--- src/rtl/nn_pkg.sv ---
`default_nettype none
// ============================================================================
//  Module   : nn_pkg
//  Purpose  : Shared types and helpers for the neural-network output stage
//             (layer_collector, max_finder).
//  Contents : t_collect_state  - collector FSM state
//             lane_idx_width() - width of a lane index, never below 1 bit
//  Revision : 1.0 - initial release
// ============================================================================
package nn_pkg;

  typedef enum logic {s_FILL, s_WAIT} t_collect_state;

  // Lane index width for a word of n lanes; a single-lane word still needs
  // a 1-bit counter so the declaration stays legal.
  function automatic int lane_idx_width(input int n);
    return (n > 1) ? $clog2(n) : 1;
  endfunction

endpackage
`default_nettype wire

--- src/rtl/layer_collector_if.sv ---
`default_nettype none
// ============================================================================
//  Module   : layer_collector_if
//  Purpose  : Valid/ready stream bundle with an end-of-frame marker.
//  Signals  : data  - payload, DATA_WIDTH bits
//             valid - producer has a beat
//             last  - beat closes a frame
//             ready - consumer accepts the beat
//  Modports : master (producer side), slave (consumer side)
//  Revision : 1.0 - initial release
// ============================================================================
interface layer_collector_if #(
  parameter int DATA_WIDTH = 16
);

  logic [DATA_WIDTH-1:0] data;
  logic                  valid;
  logic                  last;
  logic                  ready;

  modport master (output data, output valid, output last, input ready);
  modport slave  (input data, input valid, input last, output ready);

endinterface
`default_nettype wire

--- src/rtl/layer_collector.sv ---
`default_nettype none
// ============================================================================
//  Module   : layer_collector
//  Purpose  : Serial-to-parallel packer. Collects N_PARALLEL samples of a
//             frame into one wide word for max_finder, padding short frames
//             with PAD_VALUE and flagging frames of the wrong length.
//  Ports    : i_clk       - clock, rising edge
//             i_reset     - asynchronous active-high reset
//             s_if        - slave sample stream (data/valid/last/ready)
//             m_if        - master word stream (data/valid/ready; last tied 1)
//             o_frame_err - one-cycle pulse when a frame closes short or long
//  Revision : 1.0 - initial release
// ============================================================================
module layer_collector
  import nn_pkg::*;
#(
  parameter int                    N_PARALLEL = 30,
  parameter int                    DATA_WIDTH = 16,
  parameter logic [DATA_WIDTH-1:0] PAD_VALUE  = '0
) (
  input  logic                 i_clk,
  input  logic                 i_reset,
  layer_collector_if.slave     s_if,
  layer_collector_if.master    m_if,
  output logic                 o_frame_err
);

  localparam int                c_LW        = lane_idx_width(N_PARALLEL);
  localparam int                c_WORD_W    = N_PARALLEL * DATA_WIDTH;
  localparam logic [c_LW-1:0]   c_LAST_LANE = c_LW'(N_PARALLEL - 1);

  t_collect_state          state_q, state_d;
  logic [c_LW-1:0]         cnt_q, cnt_d;
  logic [DATA_WIDTH-1:0]   buf_q [N_PARALLEL];
  logic [DATA_WIDTH-1:0]   buf_d [N_PARALLEL];
  logic [c_WORD_W-1:0]     data_q, data_d;
  logic                    valid_q, valid_d;
  logic                    ready_q, ready_d;
  logic                    err_q, err_d;

  logic                    w_s_xfer;
  logic                    w_close;
  logic                    w_len_err;
  logic                    w_out_free;
  logic [c_WORD_W-1:0]     w_close_word;
  logic [c_WORD_W-1:0]     w_buf_word;

  // ready_q is low both in s_WAIT and in the first cycle after reset, so it
  // qualifies the slave handshake on its own.
  assign w_s_xfer   = s_if.valid && ready_q;
  assign w_close    = w_s_xfer && (s_if.last || (cnt_q == c_LAST_LANE));
  // A close without last can only happen on the final lane (long frame);
  // a close with last is wrong unless it is on the final lane (short frame).
  assign w_len_err  = s_if.last ? (cnt_q != c_LAST_LANE) : 1'b1;
  assign w_out_free = !valid_q || m_if.ready;

  // Word formed on a close: stored lanes below the current index, the
  // incoming sample at the index, padding above it.
  always_comb begin
    w_close_word = '0;
    for (int k = 0; k < N_PARALLEL; k++) begin
      if (k < int'(cnt_q)) begin
        w_close_word[k*DATA_WIDTH +: DATA_WIDTH] = buf_q[k];
      end else if (k == int'(cnt_q)) begin
        w_close_word[k*DATA_WIDTH +: DATA_WIDTH] = s_if.data;
      end else begin
        w_close_word[k*DATA_WIDTH +: DATA_WIDTH] = PAD_VALUE;
      end
    end
  end

  always_comb begin
    w_buf_word = '0;
    for (int k = 0; k < N_PARALLEL; k++) begin
      w_buf_word[k*DATA_WIDTH +: DATA_WIDTH] = buf_q[k];
    end
  end

  always_comb begin
    state_d = state_q;
    cnt_d   = cnt_q;
    buf_d   = buf_q;
    data_d  = data_q;
    valid_d = valid_q && !m_if.ready;
    err_d   = 1'b0;

    case (state_q)
      s_FILL: begin
        if (w_close) begin
          cnt_d = '0;
          err_d = w_len_err;
          if (w_out_free) begin
            data_d  = w_close_word;
            valid_d = 1'b1;
          end else begin
            // Output still held: park the finished word in the fill buffer.
            for (int k = 0; k < N_PARALLEL; k++) begin
              buf_d[k] = w_close_word[k*DATA_WIDTH +: DATA_WIDTH];
            end
            state_d = s_WAIT;
          end
        end else if (w_s_xfer) begin
          buf_d[cnt_q] = s_if.data;
          cnt_d        = cnt_q + c_LW'(1);
        end
      end
      s_WAIT: begin
        if (w_out_free) begin
          data_d  = w_buf_word;
          valid_d = 1'b1;
          state_d = s_FILL;
        end
      end
      default: state_d = s_FILL;
    endcase

    // Registered ready follows the next state only; i_ready never reaches
    // o_ready combinationally.
    ready_d = (state_d == s_FILL);
  end

  always_ff @(posedge i_clk or posedge i_reset) begin
    if (i_reset) begin
      state_q <= s_FILL;
      cnt_q   <= '0;
      for (int k = 0; k < N_PARALLEL; k++) begin
        buf_q[k] <= '0;
      end
      data_q  <= '0;
      valid_q <= 1'b0;
      ready_q <= 1'b0;
      err_q   <= 1'b0;
    end else begin
      state_q <= state_d;
      cnt_q   <= cnt_d;
      buf_q   <= buf_d;
      data_q  <= data_d;
      valid_q <= valid_d;
      ready_q <= ready_d;
      err_q   <= err_d;
    end
  end

  assign s_if.ready  = ready_q;
  assign m_if.data   = data_q;
  assign m_if.valid  = valid_q;
  assign m_if.last   = 1'b1;  // every output word is a complete frame
  assign o_frame_err = err_q;

endmodule
`default_nettype wire

--- src/flat_wrapper.sv ---
// flat-port wrapper written by rule: the top's interface ports become plain ports
module layer_collector_flat import nn_pkg::*;
#(
  parameter int                    N_PARALLEL = 30,
  parameter int                    DATA_WIDTH = 16,
  parameter logic [DATA_WIDTH-1:0] PAD_VALUE  = '0
)
  (i_clk, i_reset, o_frame_err, s_if_data, s_if_valid, s_if_last, s_if_ready, m_if_data, m_if_valid, m_if_last, m_if_ready);
  layer_collector_if #(.DATA_WIDTH(DATA_WIDTH)) s_if_i ();
  layer_collector_if #(.DATA_WIDTH(DATA_WIDTH)) m_if_i ();
  input  logic i_clk;
  input  logic i_reset;
  output logic o_frame_err;
  input wire logic [$bits(s_if_i.data)-1:0] s_if_data;
  input wire logic [$bits(s_if_i.valid)-1:0] s_if_valid;
  input wire logic [$bits(s_if_i.last)-1:0] s_if_last;
  output wire logic [$bits(s_if_i.ready)-1:0] s_if_ready;
  output wire logic [$bits(m_if_i.data)-1:0] m_if_data;
  output wire logic [$bits(m_if_i.valid)-1:0] m_if_valid;
  output wire logic [$bits(m_if_i.last)-1:0] m_if_last;
  input wire logic [$bits(m_if_i.ready)-1:0] m_if_ready;
  assign s_if_i.data = s_if_data;
  assign s_if_i.valid = s_if_valid;
  assign s_if_i.last = s_if_last;
  assign s_if_ready = s_if_i.ready;
  assign m_if_data = m_if_i.data;
  assign m_if_valid = m_if_i.valid;
  assign m_if_last = m_if_i.last;
  assign m_if_i.ready = m_if_ready;
  layer_collector #(.N_PARALLEL(N_PARALLEL), .DATA_WIDTH(DATA_WIDTH), .PAD_VALUE(PAD_VALUE)) u_core (.i_clk(i_clk), .i_reset(i_reset), .s_if(s_if_i), .m_if(m_if_i), .o_frame_err(o_frame_err));
endmodule
--- config.mk ---
export PLATFORM = sky130hd
export DESIGN_NAME = layer_collector_flat
export DESIGN_NICKNAME = d
export VERILOG_FILES = /design/src/rtl/nn_pkg.sv /design/src/rtl/layer_collector_if.sv /design/src/rtl/layer_collector.sv /design/src/flat_wrapper.sv
export SDC_FILE = /design/constraint.sdc
export NUM_CORES = 1
export LEC_CHECK = 0
export ABC_CLOCK_PERIOD_IN_PS = 3200
export CAP_MARGIN = 0
export CORE_ASPECT_RATIO = 0.5
export CORE_MARGIN = 4
export CORE_UTILIZATION = 45
export CTS_CLUSTER_DIAMETER = 40
export CTS_CLUSTER_SIZE = 40
export DETAILED_ROUTE_END_ITERATION = 6
export PLACE_DENSITY = 0.78
export SYNTH_ARGS = -nofsm -noshare
export SYNTH_HDL_FRONTEND = slang
export SYNTH_SLANG_ARGS = --single-unit
--- constraint.sdc ---
create_clock -name i_clk -period 3.2 [get_ports i_clk]
set_input_delay 0.32 -clock i_clk [delete_from_list [all_inputs] [get_ports i_clk]]
set_output_delay 0.32 -clock i_clk [all_outputs]
set_load 0.01 [all_outputs]
==> metrics.csv <==
metric;value;unit
Worst Slack Setup Final;0.892;ns
post-synthesis cell count;160;
Final Cycle Share;72.1;%
Yosys warning total;0;
# IOs;41;
Hold Crit Class;input port to async pin;
Final nets;225;
reg2reg end;u_core.data_q[12]$_DFFE_PP0P_;
DIE WIDTH;106;um
FILL cells;371;
Switching Fraction;27.4;%
Synthesized Nets;183;
Pins Over Slew Limit;0;
clock transition at the registers of the reported paths;0.08;ns
initial antenna violation count;0;
status;finished clean;
Place WS;0.889;ns
number of routed nets with antenna violations;0;
FF+latch count, synth;41;
Antenna diodes;0;
Maximum Capacitance Violations;0;
clock skew;0.00703;ns
Layout area overhead;24.6;%
crit path DAT;2.48;ns
post-route minimum period;2.31;ns
Most Crowded Layer GR;met2;
latest clock arrival within the worst-skew pair;0.29;ns
Starting Density;48.0;%
number of synthesized flops with an enable pin;0;
met2 Use GR;24.2;%
Final Hold Fails;0;
port bufs;39;
met1 Track Usage GR;19.9;%
Remaining Overflow, GRT;0;
Cell Rows;17;
critical path cell sequence;nor3_1 -> and3b_1 -> mux2_2 -> mux2_4;
CP top delay family;simple AND/OR/NAND/NOR gates;
CTS resizes;0;
post-synth cell types;36;
commonest non-fill, non-tap cells in the layout;41 x dfrtp_1, 39 x clkdlybuf4s50_1, 28 x mux2_2;
share of layout cells above drive strength 1;32.0;%
CP required;3.37;ns
Leak;1.20;nW
sequential power share;39.4;%
initial DRC count;65;
die height;57.1;um
R2R Path Start;u_core.cnt_q[4]$_DFFE_PP0N_;
RSZ-0062 raised after global routing;no;
met3 usage;4.52;%
vias;1332;
Pwr Total;2.08;mW
Max Root-Sink Buffers;2;
Max-slew headroom;49.4;%
commonest non-fill, non-tap cell in the layout;dfrtp_1;
fraction of registers with async set/reset;100;%
final setup fails;0;
Cell Pwr Density;768;mW/mm^2
GP Congestion;0.797;
postcts setup bufs;0;
actual slew at the worst max-slew pin;0.759;ns
Clock Sinks;41;
buffer and inverter count on the worst path;0;
Root Buffer;clkbuf_8;
power share of the clock group;20.5;%
slowest stage delay, CP;0.70;ns
fmax;433;MHz
Util after Layout;59.8;%
1st-pass router iterations;4;
CTS buffer count;5;
H-tree depth;2;
DIE AREA;0.00607;sq mm
DR vias/cell;4.95;
# hold bufs at CTS;0;
startpoint types;flop;
Post-route DRC;0;
global-route wire length before repair;7180;um
setup slack, reg-to-reg;0.89;ns
CP max stage cell;and3b_1;
number of global-route vias before repair;1436;
post-synth design cell area;0.00217;sq mm
Routed WL;4010;um
CP Capture Type;flop;
largest net degree at the start of global routing;33;
Tot GR Track Use;14.9;%
hpwl dp;2790;um
Crit Path Class;flop to flop;
core area;0.00453;sq mm
CTS tree;yes;
Internal Power;1.51;mW
Post-Syn Area per Cell;13.6;sq um
DP Cell Count;261;
CP max FO;16;
R2R cell count;4;
Comb power frac;40.1;%
final setup TNS;0;ns
Psw;0.571;mW
DR WL/cell;14.9;um
top_reg_cell synth;dfrtp_1;
Post-Layout Cell Count;269;
share of the yosys chip area belonging to registers;47.2;%
worst vdd ir;0.332;mV
layout make-up:
cell class / count / area [sq um] / share of cell area (%)
Tap cell: 66 / 82.6 / 3.05
Clock inverter: 1 / 30.0 / 1.11
Multi-Input combinational cell: 106 / 1040 / 38.6
Timing Repair Buffer: 43 / 420 / 15.5
Clock buffer: 7 / 86.3 / 3.19
Inverter: 5 / 18.8 / 0.693
Sequential cell: 41 / 1030 / 37.9
logic make-up after synthesis:
family          synth area share (%)
flops                           47.2
other cells                    0.173
simple gates                    12.6
compound gates                  4.38
xor+xnor                       0.403
fa+ha+maj                       1.15
mux                             29.4
buf+inv                         4.72
state kept, by name, summed over array words and instances, names as in the netlist:
signal / cells
u_core.cnt_q: 5
u_core.s_if.ready: 1
u_core.buf_q: 16
u_core.data_q: 16
u_core.state_q: 1
u_core.o_frame_err: 1
u_core.m_if.valid: 1
routing by layer:
layer  share of wire, %  up-vias
met5                  0        -
met4               0.62        0
met3                3.8        2
met2                 48       27
met1                 48      661
li1                   -      642
stage by stage:
step	cell area [sq um]	hold slack, ns
2_1_floorplan	2170	0.470
3_3_place_gp	2590	0.487
3_5_place_dp	2590	0.492
4_1_cts	2710	0.306
5_1_grt	2710	0.328
6_report	2710	0.302
worst max-delay path by stage:
stage                                         end  slack, ns  depth (start not counted)                        start
floorplan           u_core.buf_q[464]$_DFFE_PP0P_       1.32                          7  u_core.cnt_q[0]$_DFFE_PP0N_
global placement    u_core.data_q[12]$_DFFE_PP0P_       0.94                          4  u_core.cnt_q[4]$_DFFE_PP0N_
detailed placement  u_core.data_q[12]$_DFFE_PP0P_       0.89                          4  u_core.cnt_q[4]$_DFFE_PP0N_
CTS                 u_core.data_q[12]$_DFFE_PP0P_       0.87                          4  u_core.cnt_q[4]$_DFFE_PP0N_
global route         u_core.data_q[0]$_DFFE_PP0P_       0.78                          4  u_core.cnt_q[4]$_DFFE_PP0N_
finish              u_core.data_q[12]$_DFFE_PP0P_       0.89                          4  u_core.cnt_q[4]$_DFFE_PP0N_
cells in the mapped netlist, types with 2 or more instances:
cell	number	share of area, %
dfrtp_1	41	47
mux2_2	28	15
mux2_4	20	14
and2_1	16	4.6
inv_1	5	0.86
o21ai_0	5	1.2
nand2_1	4	0.69
nand2b_1	3	0.86
a21oi_1	2	0.46
and3b_1	2	0.81
buf_12	2	1.8
buf_2	2	0.46
buf_6	2	1.0
ha_1	2	1.2
nand3_1	2	0.46
nor2_1	2	0.35
o2bb2ai_1	2	0.81
or3_1	2	0.58
power by group through the flow:
stage	Clock [mW]	Combinational [mW]	Sequential (mW)
after CTS	0.439	0.847	0.822
after global placement	0	0.825	0.820
after global routing	0.470	0.899	0.852
final	0.427	0.835	0.820
after detailed placement	0	0.842	0.827
after floorplan	0	0.518	0.851
(Power assumes the default switching activity.)
